## src/rtl/kamikaze_pkg.sv

```systemverilog
// Shared constants and helpers for the kamikaze instruction aligner.
// Halfword geometry, RVC opcode marker and the default reset PC live here.
package kamikaze_pkg;

    localparam logic [1:0]  RVC_OPC_FULL     = 2'b11;
    localparam int          HALFWORD_W       = 16;
    localparam logic [31:0] RESET_PC_DEFAULT = 32'h0000_0000;

    // A halfword whose low two bits are not 11 starts a 16-bit instruction.
    function automatic logic is_compressed(input logic [1:0] opc);
        return opc != RVC_OPC_FULL;
    endfunction

endpackage

```

## src/rtl/kamikaze_halfword_queue.sv

```systemverilog
// Small halfword FIFO: shift out 1 or 2 from the head, append 1 or 2 behind.
// A pop and a push on the same edge apply the shift first, then the append.
module kamikaze_halfword_queue
    import kamikaze_pkg::*;
#(
    parameter int DEPTH = 4
) (
    input  logic                    clk_i,
    input  logic                    rst_i,
    input  logic                    flush_i,
    input  logic                    pop_i,
    input  logic                    pop_two_i,
    input  logic                    push_i,
    input  logic                    push_one_i,
    input  logic [2*HALFWORD_W-1:0] push_word_i,
    output logic [2*HALFWORD_W-1:0] head_o,
    output logic [2:0]              count_o
);

    localparam int QW = DEPTH * HALFWORD_W;

    logic [QW-1:0] data_q, data_d, shifted;
    logic [2:0]    count_q, count_d, base;
    logic [1:0]    pop_n;

    always_comb begin
        pop_n = 2'd0;
        if (pop_i) begin
            pop_n = pop_two_i ? 2'd2 : 2'd1;
        end
        shifted = data_q >> (HALFWORD_W * int'(pop_n));
        base    = count_q - {1'b0, pop_n};
        data_d  = shifted;
        count_d = base;
        if (push_i) begin
            // With push_one_i only the upper halfword of the word is kept.
            for (int i = 0; i < DEPTH; i++) begin
                if (3'(i) == base) begin
                    data_d[i*HALFWORD_W +: HALFWORD_W] =
                        push_one_i ? push_word_i[2*HALFWORD_W-1:HALFWORD_W]
                                   : push_word_i[HALFWORD_W-1:0];
                end else if (!push_one_i && (3'(i) == 3'(base + 3'd1))) begin
                    data_d[i*HALFWORD_W +: HALFWORD_W] = push_word_i[2*HALFWORD_W-1:HALFWORD_W];
                end
            end
            count_d = base + (push_one_i ? 3'd1 : 3'd2);
        end
        if (flush_i) begin
            data_d  = '0;
            count_d = 3'd0;
        end
    end

    always_ff @(posedge clk_i or negedge rst_i) begin
        if (!rst_i) begin
            data_q  <= '0;
            count_q <= 3'd0;
        end else begin
            data_q  <= data_d;
            count_q <= count_d;
        end
    end

    assign head_o  = data_q[2*HALFWORD_W-1:0];
    assign count_o = count_q;

endmodule

```

## src/rtl/kamikaze_instr_align.sv

```systemverilog
// RV32IC instruction aligner: buffers fetch words as halfwords and emits whole
// instructions with their PC; owns the word fetch address and PC redirects.
module kamikaze_instr_align
    import kamikaze_pkg::*;
#(
    parameter logic [31:0] RESET_PC  = RESET_PC_DEFAULT,
    parameter int          QDEPTH_HW = 4
) (
    input  logic        clk_i,
    input  logic        rst_i,
    output logic [31:0] fetch_addr_o,
    input  logic [31:0] word_i,
    input  logic        word_valid_i,
    output logic        word_ready_o,
    input  logic        redirect_i,
    input  logic [31:0] redirect_pc_i,
    output logic [31:0] instr_o,
    output logic [31:0] instr_pc_o,
    output logic        instr_compressed_o,
    output logic        instr_valid_o,
    input  logic        instr_ready_i
);

    logic [31:0] pc_q, pc_d;
    logic [31:0] fetch_addr_q, fetch_addr_d;
    logic        drop_half_q, drop_half_d;
    logic [31:0] q_head;
    logic [2:0]  q_count;
    logic        head_compressed, head_complete, push, pop;

    assign head_compressed = is_compressed(q_head[1:0]);
    assign head_complete   = head_compressed ? (q_count >= 3'd1) : (q_count >= 3'd2);

    // Both ports transfer on a rising edge where valid and ready are high;
    // ready/valid never look at the opposite side's ready, and redirect kills both.
    assign word_ready_o  = (q_count <= 3'd2) && !redirect_i;
    assign instr_valid_o = head_complete && !redirect_i;
    assign push          = word_valid_i && word_ready_o;
    assign pop           = instr_valid_o && instr_ready_i;

    assign instr_o            = head_compressed ? {16'h0000, q_head[15:0]} : q_head;
    assign instr_compressed_o = head_compressed;
    assign instr_pc_o         = pc_q;
    assign fetch_addr_o       = fetch_addr_q;

    always_comb begin
        pc_d         = pc_q;
        fetch_addr_d = fetch_addr_q;
        drop_half_d  = drop_half_q;
        if (redirect_i) begin
            pc_d         = redirect_pc_i & ~32'h1;
            fetch_addr_d = redirect_pc_i & ~32'h3;
            drop_half_d  = redirect_pc_i[1];
        end else begin
            if (pop) begin
                pc_d = pc_q + (head_compressed ? 32'd2 : 32'd4);
            end
            if (push) begin
                fetch_addr_d = fetch_addr_q + 32'd4;
                drop_half_d  = 1'b0;
            end
        end
    end

    always_ff @(posedge clk_i or negedge rst_i) begin
        if (!rst_i) begin
            pc_q         <= RESET_PC;
            fetch_addr_q <= RESET_PC & ~32'h3;
            drop_half_q  <= RESET_PC[1];
        end else begin
            pc_q         <= pc_d;
            fetch_addr_q <= fetch_addr_d;
            drop_half_q  <= drop_half_d;
        end
    end

    // A pending drop_half discards the low halfword of the first word after a redirect.
    kamikaze_halfword_queue #(
        .DEPTH(QDEPTH_HW)
    ) u_queue (
        .clk_i      (clk_i),
        .rst_i      (rst_i),
        .flush_i    (redirect_i),
        .pop_i      (pop),
        .pop_two_i  (!head_compressed),
        .push_i     (push),
        .push_one_i (drop_half_q),
        .push_word_i(word_i),
        .head_o     (q_head),
        .count_o    (q_count)
    );

endmodule

```

## config.mk

```make
export PLATFORM = sky130hd
export DESIGN_NAME = kamikaze_instr_align
export DESIGN_NICKNAME = d
export VERILOG_FILES = /design/src/rtl/kamikaze_pkg.sv /design/src/rtl/kamikaze_halfword_queue.sv /design/src/rtl/kamikaze_instr_align.sv
export SDC_FILE = /design/constraint.sdc
export NUM_CORES = 1
export LEC_CHECK = 0
export CORE_ASPECT_RATIO = 0.9
export CORE_MARGIN = 2
export CORE_UTILIZATION = 54
export CTS_BUF_LIST = sky130_fd_sc_hd__clkbuf_8
export DETAILED_ROUTE_END_ITERATION = 10
export PLACE_DENSITY = 0.9
export SYNTH_ARGS = -nofsm -noshare
export SYNTH_HDL_FRONTEND = slang
export SYNTH_SLANG_ARGS = --single-unit
```

## constraint.sdc

```tcl
create_clock -name clk_i -period 5.3 [get_ports clk_i]
set_clock_uncertainty 0.2 [all_clocks]
set_input_delay 0.795 -clock clk_i [delete_from_list [all_inputs] [get_ports clk_i]]
set_output_delay 0.795 -clock clk_i [all_outputs]
set_load 0.02 [all_outputs]
```

[Word level (Yosys, flattened, before mapping)]
Index checks and enable logic that the tools add are counted.
Word-level totals
  word-level logic and storage cells: 60
  input bits: 69
  register bits after elaboration: 132
  output and inout port bits: 99
Operators by class
  multiplexer cells: 25
  shifts and indexed selects: 1
  add/sub/neg operators: 5
  reductions and logical operators: 14
  order comparisons: 3
  eq/ne operators: 7
Operator list (number)
  2-to-1 mux 32 bit: 5
  2-to-1 mux 16 bit: 9
  2-to-1 mux 64 bit: 2
  right shift 64 x 6 -> 64 bit: 1
  adder 32 x 3 -> 32 bit: 1
  adder 32 x 3 -> 32 bit, second input constant: 1
  equality test 2 x 3 -> 1 bit, first input constant: 4
  2-to-1 mux 3 bit: 3
  logical AND 1 bit: 8
  equality test 1 x 3 -> 1 bit, first input constant: 2
  logical NOT 3 bit: 2
  2-to-1 mux 2 bit: 3
  nonzero test 2 bit: 2
  adder 3 x 1 -> 3 bit, second input constant: 1
  adder 3 bit: 1
  greater-or-equal comparator 3 x 1 -> 1 bit, second input constant: 1
  greater-or-equal comparator 3 x 2 -> 1 bit, second input constant: 1
  <= comparator 3 x 2 -> 1 bit, second input constant: 1
  2-to-1 mux 1 bit: 3
  subtractor 3 x 2 -> 3 bit: 1
  logical NOT 1 bit: 2
  != test 2 bit, second input constant: 1

[Logic depth before layout (Yosys ltp)]
  depth after elaboration: 13
  mapped depth: 17

[Hierarchy]
From an unflattened synthesis, not the netlist that was laid out.
Unflattened totals
  cell total of the unflattened synthesis: 958
  area, all modules: 8625.8 um^2
Modules (own cells, without submodules)
  kamikaze_halfword_queue: times used 1, cells an instance 532, seq. area each 1676.6 um^2, area an instance 4720.8 um^2
  kamikaze_instr_align: times used 1, cells an instance 426, seq. area each 1551.5 um^2, area an instance 3905.0 um^2

[Worst setup path after synthesis]
Ideal clock, no wire load.
  path kind: input to register
  start point: input redirect_i
  end point: register u_queue.data_q[32]
  stages: 16
  arrival: 3974 ps
  data required time: 5017 ps
  slack: 1043 ps
  setup time: 83 ps
  cells stage by stage: clkbuf_1 clkinv_1 o211ai_2 clkbuf_1 nor2_1 ha_1 inv_1 fa_1 clkinv_1 nor2_1 ha_1 nor4b_1 a41oi_1 nor2_1 a22oi_1 o21ai_0
Between the ends
  longest elaborated chain between the ends: 12
  elaborated cells on any way between the ends: 16
  those cells by class: add/sub: 2; eq/ne: 2; shift: 1; mux: 5; reduce/logical: 6
Ends and longest elaborated chain
  from (decl): RTL line kamikaze_instr_align.sv:15  | input logic redirect_i,
  logical NOT 1 bit: RTL line kamikaze_instr_align.sv:36, kamikaze_instr_align.sv:37
  logical AND 1 bit: RTL line kamikaze_instr_align.sv:37  | assign instr_valid_o = head_complete && !redirect_i;
  logical AND 1 bit: RTL line kamikaze_instr_align.sv:39  | assign pop = instr_valid_o && instr_ready_i;
  2-to-1 mux 2 bit: RTL line kamikaze_halfword_queue.sv:28  | if (pop_i) begin
  subtractor 3 x 2 -> 3 bit: RTL line kamikaze_halfword_queue.sv:32  | base = count_q - {1'b0, pop_n};
  adder 3 x 1 -> 3 bit: RTL line kamikaze_halfword_queue.sv:42  | end else if (!push_one_i && (3'(i) == 3'(base + 3'd1))) begin
  equality test 2 x 3 -> 1 bit: RTL line kamikaze_halfword_queue.sv:42
  logical AND 1 bit: RTL line kamikaze_halfword_queue.sv:42
  2-to-1 mux 16 bit: RTL line kamikaze_halfword_queue.sv:42
  2-to-1 mux 16 bit: RTL line kamikaze_halfword_queue.sv:38  | if (3'(i) == base) begin
  2-to-1 mux 64 bit: RTL line kamikaze_halfword_queue.sv:35  | if (push_i) begin
  2-to-1 mux 64 bit (*): RTL line kamikaze_halfword_queue.sv:48  | if (flush_i) begin
  named net u_queue.data_d[32]: RTL line kamikaze_halfword_queue.sv:22  | logic [QW-1:0] data_q, data_d, shifted;
  to (signal assigned): RTL line kamikaze_halfword_queue.sv:59  | data_q <= data_d;
  to (decl): RTL line kamikaze_halfword_queue.sv:22
The timed path passes the listed nets; every way through them passes the cells marked *.
A chain may end at the register's enable or synchronous reset.

[Worst setup path in the final report]
  start point: register u_queue.data_q[0]
  end point: register u_queue.data_q[2]
Between the ends
  longest elaborated chain between the ends: 13
  elaborated cells on any way between the ends: 16
  those cells by class: add/sub: 2; eq/ne: 1; shift: 1; mux: 7; reduce/logical: 5
Ends and longest elaborated chain
  != test 2 bit (*): RTL line kamikaze_pkg.sv:11  | return opc != RVC_OPC_FULL;
  2-to-1 mux 1 bit: RTL line kamikaze_instr_align.sv:32  | assign head_complete = head_compressed ? (q_count >= 3'd1) : (q_count >= 3'd2);
  logical AND 1 bit: RTL line kamikaze_instr_align.sv:37
  logical AND 1 bit: RTL line kamikaze_instr_align.sv:39
  2-to-1 mux 2 bit (*): RTL line kamikaze_halfword_queue.sv:28
  subtractor 3 x 2 -> 3 bit: RTL line kamikaze_halfword_queue.sv:32
  adder 3 x 1 -> 3 bit: RTL line kamikaze_halfword_queue.sv:42
  logical NOT 3 bit: RTL line kamikaze_halfword_queue.sv:42
  logical AND 1 bit: RTL line kamikaze_halfword_queue.sv:42
  2-to-1 mux 16 bit: RTL line kamikaze_halfword_queue.sv:42
  2-to-1 mux 16 bit: RTL line kamikaze_halfword_queue.sv:38
  2-to-1 mux 64 bit (*): RTL line kamikaze_halfword_queue.sv:35
  2-to-1 mux 64 bit (*): RTL line kamikaze_halfword_queue.sv:48
  named net u_queue.data_d[2]: RTL line kamikaze_halfword_queue.sv:22
Marks and branches as above.

==> reports/qor.csv <==
stage,metric,value,unit
logic_synthesis,syn_area,8640,sq um
placed_design,portBuffers,163,
timing,max_freq,0.217,GHz
clocking,clockBufferDepth,2,
floorplan,die_y,124,microns
pwr,power_density,418,nW/um^2
critical_path,worstPathRequired,5.47,ns
floorplan,rows,43,
clocking,ctsHoldBuffers,0,
logic_synthesis,synth_ff_type,dfrtp_1,
placed_design,dp.cells,1295,
finish,syn2layout_area_growth,24.3,%
route,totalWireLength,28.0,mm
finish,fin_util,69.1,%
pwr,clkPwrFrac,23.7,%
flow_run,drv_cap,0,
timing,setup_violations,0,
grt,grt_pass1_wl,43.8,mm
logic_synthesis,synth_edf_count,0,
critical_path,cp-startpoint,u_queue.data_q[0]$_DFF_PN0_,
logic_synthesis,yosys_warnings,0,
timing,tns,0,ns
logic_synthesis,syn_avg_cell_area,8.65,sq um
logic_synthesis,synth_cell_type_count,67,
clocking,htreeDepth,4,
timing,finalHoldViolations,0,
critical_path,r2r-start,u_queue.data_q[0]$_DFF_PN0_,
finish,final_layout_size_suffix_gt1_share,10.1,%
floorplan,start_util,55.6,%
route,drtIter0Drc,1452,
clocking,cts-root-buf,clkbuf_8,
critical_path,path_max_fanout,24,
clocking,clk_pin_slew,0.08,ns
pwr,p_seq_share,30.6,%
grt,grt_remaining_overflow,0,
timing,period_needed,4.62,ns
timing,rsz0062_at_grt,false,
finish,finalNonFillerCells,1327,
placed_design,hpwl,18.6,mm
finish,num_antenna_cells,0,
finish,nets,1190,
clocking,cts_buffers,17,
route,viasPerCell,6.76,
clocking,cts_tree,yes,
critical_path,criticalPathCategory,flop to flop,
placed_design,gp_congestion,0.887,
grt,antenna_found_initial,1,
pwr,p_sw,1.93,mW
floorplan,num_io_pins,168,
pwr,p_sw_share,42.9,%
pwr,power,4.49,mW
route,dr.pass1.iters,6,
clocking,postCtsSetupBuffers,0,
pwr,comb_power_share,45.7,%
critical_path,end_kind,flop,
logic_synthesis,synthCells,999,
route,final_antenna_net_count,0,
logic_synthesis,async_flop_share,100,%
grt,grt_pass1_vias,8600,
route,drc,0,
timing,tightestPinTransition,0.934,ns
critical_path,r2r_cells,14,
timing,report.final.slew_viol_count,0,
pwr,p_leak,4.10,nW
min_path,hold_class,primary input to asynchronous set/reset pin,
logic_synthesis,ys_ff_latch,129,
floorplan,die_area,17000,sq um
route,vias,8968,
grt,grt_max_degree,70,
clocking,post_cts_resized,0,
grt,grt_usage,33.0,%
route,wire_per_inst,21.1,microns
clocking,clock_latency,0.47,ns
pwr,peakVddDrop,293,uV
critical_path,critical_path_arrival,4.79,ns
timing,timing.slew.headroom,37.8,%
logic_synthesis,yosysSeqAreaShare,37.4,%
floorplan,die-width,137,microns
critical_path,start_kind,flop,
timing,min_period_over_period,87.1,%
run_status,status,finished clean,
floorplan,core_area,15500,sq um
clocking,clock_sinks,129,
pwr,p_int,2.56,mW
cell usage after synthesis (15+ instances only):
cell type	number	share of area [%]
dfrtp_1	129	37
and3_1	39	2.8
xnor2_1	31	3.1
nand4_1	15	1.1
xor2_1	17	1.7
clkbuf_1	58	2.5
o22ai_1	49	3.5
a22oi_1	15	1.3
a31oi_1	27	2.0
nand2_1	107	4.6
mux2_2	38	5.0
a21oi_1	87	5.0
nor2_1	56	2.4
a211oi_1	27	2.3
a221oi_1	30	3.0
o21ai_0	63	3.7
buf_4	19	1.7
nand3_1	34	2.0
mux2i_1	19	2.2
area by class of cell:
class / count / area (sq um)
Timing Repair Buffer: 186 / 1800
Fill cell: 1148 / 4810
Clock buffer: 19 / 262
Tap cell: 202 / 253
Sequential cell: 129 / 3230
Clock inverter: 13 / 231
Multi-Input combinational cell: 760 / 4900
Inverter: 18 / 67.6
power by group through the flow:
| stage | clock (mW) | sequential (mW) | combinational (mW) |
|---|---|---|---|
| floorplan | 0 | 1.38 | 1.33 |
| global route | 1.10 | 1.40 | 2.21 |
| global placement | 0 | 1.37 | 1.91 |
| finish | 1.06 | 1.37 | 2.05 |
| detailed placement | 0 | 1.38 | 1.97 |
| CTS | 1.06 | 1.36 | 1.99 |
registers in the layout (all words and copies together) (netlist names):
| register | flops |
|---|---|
| u_queue.data_q | 64 |
| u_queue.count_o | 3 |
| fetch_addr_o | 30 |
| instr_pc_o | 31 |
| drop_half_q | 1 |
critical path, stage by stage, from the launching register on:
cell and delay (ns):
dfrtp_1 0.70, a21boi_0 0.57, o211ai_4 0.12, nor2_1 0.12, ha_1 0.16, inv_1 0.05, fa_1 0.47, buf_4 0.18
clkinv_1 0.21, nor2_1 0.16, ha_1 0.30, and3_1 0.24, a31oi_1 0.56, o22ai_1 0.20, a211oi_1 0.27
final timing paths:
check                           slack (ns)                            to
worst max-delay path                  0.68   u_queue.data_q[2]$_DFF_PN0_
worst min-delay path                  0.25  u_queue.data_q[10]$_DFF_PN0_
worst max register to register        0.68   u_queue.data_q[2]$_DFF_PN0_
worst min register to register        0.39  u_queue.data_q[63]$_DFF_PN0_
max in group asynchronous             3.45     instr_pc_o[5]$_DFFE_PN0N_
min in group clk_i                    0.39  u_queue.data_q[63]$_DFF_PN0_
cells by family after synthesis:
kind of cell             after synthesis  share of synthesized area [%]
AO/OA/AOI/OAI                        336                           24.9
XOR/XNOR                              49                           5.06
adder cells (fa/ha/maj)                9                           1.56
buffers and inverters                112                           6.11
flip-flops                           129                           37.4
multiplexers                          57                           7.16
other                                  1                         0.0434
AND/OR/NAND/NOR                      306                           17.8
through the flow:
stage / setup WS (ns) / instance area [sq um] / hold slack [ns]
2_1_floorplan: 1.04 / 8650 / 0.299
3_3_place_gp: 0.652 / 10200 / 0.356
3_5_place_dp: 0.559 / 10200 / 0.364
4_1_cts: 0.774 / 10700 / 0.277
5_1_grt: 0.368 / 10700 / 0.319
6_report: 0.682 / 10700 / 0.246
metal layers:
layer,global-route usage [%],wire length [microns],share of wire [%]
met5,0,13,0.046
met4,14.0,793,2.8
met1,44.9,11000,39
met3,8.22,3260,12
met2,50.6,12900,46
cells in the final DEF (no fill, tap or decap), types with 8 or more instances in the layout:
master / count
clkdlybuf4s50_1: 161
nor3_1: 13
a211oi_1: 27
a31oi_1: 27
a21boi_0: 10
a22oi_1: 15
and3_1: 39
nand3_1: 34
a221oi_1: 30
xor2_1: 17
clkbuf_8: 19
o21ai_0: 62
a21oi_1: 87
mux2i_1: 19
inv_1: 14
mux2_2: 38
o22ai_1: 49
dfrtp_1: 129
nor4_1: 8
nand2_1: 107
nand4_1: 15
xnor2_1: 31
buf_4: 24
nor2_1: 55
No activity file was read; power rests on OpenSTA's default activity.
